### src/rtl/imem_load_ctrl.sv
// Instruction-RAM port sequencer: boot-loads an image from a host stream, then serves CPU fetch.
// Optional checksum stage enabled by defining IMEM_LOAD_CHECKSUM_EN.
module imem_load_ctrl #(
  parameter logic [31:0] BASE_ADDR = 32'h0000_0000,
  parameter int unsigned NUM_WORDS = 1024,
  parameter int unsigned CNT_W     = 11
) (
  input  logic             clk,
  input  logic             rst,
  input  logic             start_load_i,
  input  logic [31:0]      load_data_i,
  input  logic             load_valid_i,
  output logic             load_ready_o,
  input  logic [31:0]      fetch_addr_i,
  output logic [31:0]      fetch_instr_o,
  output logic             fetch_valid_o,
  output logic [31:0]      addr_imem_ram_o,
  output logic [31:0]      wr_instr_imem_ram_o,
  output logic             wr_en_imem_ram_o,
  input  logic [31:0]      read_instr_imem_ram_i,
  output logic             cpu_run_o,
  output logic             load_done_o,
  output logic             load_err_o,
  output logic [CNT_W-1:0] words_loaded_o
);

`ifdef IMEM_LOAD_CHECKSUM_EN
  typedef enum logic [2:0] {StIdle, StLoad, StCheck, StRun, StError} state_e;
`else
  typedef enum logic [1:0] {StIdle, StLoad, StRun} state_e;
`endif

  state_e           state_q, state_d;
  logic [CNT_W-1:0] cnt_q, cnt_d;
  logic             done_q, done_d;
  logic [31:0]      load_addr;
  logic             last_word;

`ifdef IMEM_LOAD_CHECKSUM_EN
  logic [31:0] sum_q, sum_d;
  logic        err_q, err_d;
`endif

  assign load_addr = BASE_ADDR + (32'(cnt_q) << 2);
  assign last_word = (cnt_q == CNT_W'(NUM_WORDS - 1));

  always_ff @(posedge clk or posedge rst) begin
    if (rst) begin
      state_q <= StIdle;
      cnt_q   <= '0;
      done_q  <= 1'b0;
    end else begin
      state_q <= state_d;
      cnt_q   <= cnt_d;
      done_q  <= done_d;
    end
  end

`ifdef IMEM_LOAD_CHECKSUM_EN
  always_ff @(posedge clk or posedge rst) begin
    if (rst) begin
      sum_q <= '0;
      err_q <= 1'b0;
    end else begin
      sum_q <= sum_d;
      err_q <= err_d;
    end
  end
  assign load_err_o = err_q;
`else
  assign load_err_o = 1'b0;
`endif

  assign load_done_o    = done_q;
  assign words_loaded_o = cnt_q;

  always_comb begin
    state_d             = state_q;
    cnt_d               = cnt_q;
    done_d              = 1'b0;
    load_ready_o        = 1'b0;
    addr_imem_ram_o     = 32'h0;
    wr_instr_imem_ram_o = 32'h0;
    wr_en_imem_ram_o    = 1'b0;
    fetch_instr_o       = 32'h0;
    fetch_valid_o       = 1'b0;
    cpu_run_o           = 1'b0;
`ifdef IMEM_LOAD_CHECKSUM_EN
    sum_d               = sum_q;
    err_d               = err_q;
`endif

    unique case (state_q)
      StIdle: begin
        if (start_load_i) begin
          state_d = StLoad;
          cnt_d   = '0;
`ifdef IMEM_LOAD_CHECKSUM_EN
          sum_d   = '0;
`endif
        end
      end
      StLoad: begin
        load_ready_o    = 1'b1;
        addr_imem_ram_o = load_addr;
        if (load_valid_i) begin
          wr_en_imem_ram_o    = 1'b1;
          wr_instr_imem_ram_o = load_data_i;
          cnt_d               = cnt_q + CNT_W'(1);
`ifdef IMEM_LOAD_CHECKSUM_EN
          sum_d               = sum_q + load_data_i;
          if (last_word) state_d = StCheck;
`else
          if (last_word) begin
            state_d = StRun;
            done_d  = 1'b1;
          end
`endif
        end
      end
`ifdef IMEM_LOAD_CHECKSUM_EN
      StCheck: begin
        // The word after the image is the expected checksum; it is not written to RAM.
        load_ready_o    = 1'b1;
        addr_imem_ram_o = load_addr;
        if (load_valid_i) begin
          if (load_data_i == sum_q) begin
            state_d = StRun;
            done_d  = 1'b1;
          end else begin
            state_d = StError;
            err_d   = 1'b1;
          end
        end
      end
      StError: begin
        if (start_load_i) begin
          state_d = StLoad;
          cnt_d   = '0;
          sum_d   = '0;
          err_d   = 1'b0;
        end
      end
`endif
      StRun: begin
        cpu_run_o       = 1'b1;
        fetch_valid_o   = 1'b1;
        addr_imem_ram_o = fetch_addr_i & 32'hFFFF_FFFC;
        fetch_instr_o   = read_instr_imem_ram_i;
        if (start_load_i) begin
          state_d = StLoad;
          cnt_d   = '0;
`ifdef IMEM_LOAD_CHECKSUM_EN
          sum_d   = '0;
          err_d   = 1'b0;
`endif
        end
      end
      default: state_d = StIdle;
    endcase
  end

endmodule
### config.mk
export PLATFORM = sky130hd
export DESIGN_NAME = imem_load_ctrl
export DESIGN_NICKNAME = d
export VERILOG_FILES = /design/src/rtl/imem_load_ctrl.sv
export SDC_FILE = /design/constraint.sdc
export NUM_CORES = 1
export LEC_CHECK = 0
export ABC_AREA = 0
export BUFFER_PORTS_ARGS = -buffer_cell sky130_fd_sc_hd__buf_2
export CORE_AREA = 2 2 83 85
export CTS_CLUSTER_DIAMETER = 60
export DETAILED_ROUTE_END_ITERATION = 6
export DIE_AREA = 0 0 85 87
export MAX_ROUTING_LAYER = met4
export PLACE_DENSITY_LB_ADDON = 0.15
export SETUP_SLACK_MARGIN = 0.4
export SLEW_MARGIN = 20
export SYNTH_ARGS = -nofsm -noshare
export SYNTH_HDL_FRONTEND = slang
export SYNTH_SLANG_ARGS = --single-unit
export TNS_END_PERCENT = 50
### constraint.sdc
create_clock -name clk -period 2.9 [get_ports clk]
set_clock_uncertainty 0.15 [all_clocks]
set_input_delay 0.145 -clock clk [delete_from_list [all_inputs] [get_ports clk]]
set_output_delay 0.145 -clock clk [all_outputs]
set_load 0.005 [all_outputs]
==> run summary <==
Outcome: complete, no violations
Pleak: 1.78 nW
FMAX: 460 MHz
Hold Path Class: in -> reg
Flop-to-flop setup slack: 0.72 ns
Hold slack: 0.0522 ns
Nets: 521
Post-synth EDFFs: 0
RSZ-0062 raised after global routing: no
PwrDens: 360 nW/µm²
CP max FO: 16
FF+latch count, synth: 14
Die footprint: 7400 µm²
Ys flop type: dfrtp_1
WL final: 6.17 mm
Crit path required time: 2.94 ns
Cell variety after synth: 36
Total GRT Usage: 0.151
Detail Route Antenna Nets: 0
Vias per cell: 4.45
CP Class: reg -> reg
Core Rows: 30
WL per Instance: 12.5 µm
Inserted Clock Buffers: 3
Crit share post-route: 0.750
Cells after DPL: 490
Final worst setup slack: 0.725 ns
Setup Viol. Count Final: 0
Core Region: 6570 µm²
First-pass GRT wire length: 8.92 mm
Final-report hold violation count: 0
CTS tree: built
Vias in the first global route: 1906
Number of I/O pins: 213
Die Y-Extent: 87 µm
Total Power: 0.989 mW
Setup Buffers After CTS: 0
Crit start category: register
Worst slack at placement: 0.744 ns
Placed Area: 2680 µm²
Ant. Diodes: 0
Avg Inst Size Synth: 7.31 µm²
Clock root cell: clkbuf_8
Asr flop ratio synth: 1.00
Clk pin slew, worst setup/hold paths: 0.06 ns
Post-route cell area: 2750 µm²
GR Overflow Total: 0
Rel. slew slack: 0.630
Die width: 85 µm
Pins Over Slew Limit: 0
Part of the Yosys area used for sequential elements: 0.215
H-tree Lvls: 1
Gp weighted congestion: 0.751
Worst skew pair latency: 0.24 ns
Worst vdd ir: 0.177 mV
Final Critical Period: 2.18 ns
Synth Cell Area: 1630 µm²
Total number of yosys warnings: 0
Number of DRC violations after detailed-routing iteration 0: 57
Antenna violations before repair: 0
Dpl hpwl: 4.78 mm
Largest net degree at the start of global routing: 53
Final Core Density: 0.418
Max Cap Viol: 0
Critical Path End Type: register
Final TNS setup: 0 ns
# clock sinks: 14
Longest Clk Path Bufs: 2
Cell Count, Final, Fillers Out: 495
Post-synthesis instance total: 223
Total iterations of the first detailed-routing run: 4
Buffers added on ports: 207
Vias: 2204
CP arrival: 2.21 ns
Initial core utilization: 0.248
Area Growth Syn to Fin: 68.5%
DRC: 0
Layout cells sized above 1: 0.525
Worst-Margin Slew: 0.554 ns
## worst paths after layout
| path | start | cells past startpoint | endpoint |
|---|---|---|---|
| max reg2reg | state_q[0] | 6 | words_loaded_o[9] |
| min in group asynchronous | rst | 3 | words_loaded_o[9] |
| min | start_load_i | 3 | state_q[0] |
| max | state_q[0] | 6 | words_loaded_o[9] |
| min reg2reg | words_loaded_o[10] | 1 | load_done_o |
| max in group asynchronous | rst | 3 | words_loaded_o[3] |
## metal layers
layer,up-vias,global-route usage,wire length (µm)
li1,1136,-,-
met5,-,-,0
met4,0,0.0202,19
met2,113,0.258,3120
met1,953,0.190,2590
met3,2,0.0284,442
## cells by family after synthesis
| group | after synthesis | synth area share |
|---|---|---|
| AO/OA/AOI/OAI | 28 | 0.112 |
| adder cells (fa/ha/maj) | 5 | 0.0384 |
| buffers and inverters | 28 | 0.0791 |
| flip-flops | 14 | 0.215 |
| multiplexers | 6 | 0.0369 |
| other | 1 | 0.00230 |
| AND/OR/NAND/NOR | 141 | 0.516 |
## final cells by class
| class | instances | area [µm²] |
|---|---|---|
| fillers | 686 | 3820 |
| multi-input cells | 183 | 1160 |
| repair buffers | 211 | 1070 |
| flip-flops and latches | 14 | 350 |
| well taps | 80 | 100 |
| clock buffers | 4 | 55.1 |
| inverters | 3 | 11.3 |
## where the power goes
group	total (mW)	switching [mW]	internal, mW
sequential	0.265	0.0429	0.222
clock	0.191	0.0708	0.120
combinational	0.532	0.284	0.249
total	0.989	0.397	0.591
## state kept, by name, indices dropped and copies added, names as in the netlist
signal / count
load_done_o: 1
words_loaded_o: 11
state_q: 2
## synthesized netlist by cell type (5+ instances only)
cell	number	area (µm²)
mux2i_1	6	60.1
nor2b_1	13	81.3
a22oi_1	11	82.6
nand2_1	15	56.3
clkbuf_1	15	56.3
ha_1	5	62.6
o21ai_0	9	45.0
nor2_1	5	18.8
buf_4	5	37.5
and3_1	33	206
nor3_1	5	25.0
dfrtp_1	14	350
and2_1	52	325
## repair_timing
action                    4_1_cts  5_1_grt
hold buffers                    1        0
hold endpoints to repair       14        0
resized for setup               0        0
## critical path, cell delays in order (launching register included)
cell,delay [ns]
dfrtp_1,0.40
inv_1,0.09
ha_2,0.30
or2_0,0.41
or4_1,0.53
mux2i_1,0.14
a21o_1,0.09
## cell usage in the layout (no fill, tap or decap), drive strengths merged, types with 2 or more instances in the layout
| master | n |
|---|---|
| a21oi | 3 |
| a22oi | 11 |
| and2 | 52 |
| and3 | 33 |
| buf | 210 |
| clkbuf | 4 |
| conb | 3 |
| dfrtp | 14 |
| ha | 5 |
| inv | 3 |
| mux2i | 6 |
| nand2 | 15 |
| nand3 | 2 |
| nand4 | 2 |
| nand4b | 2 |
| nor2 | 5 |
| nor2b | 14 |
| nor3 | 5 |
| nor4 | 2 |
| o21ai | 10 |
| or3 | 2 |
| or4 | 2 |
(Power assumes the default switching activity.)
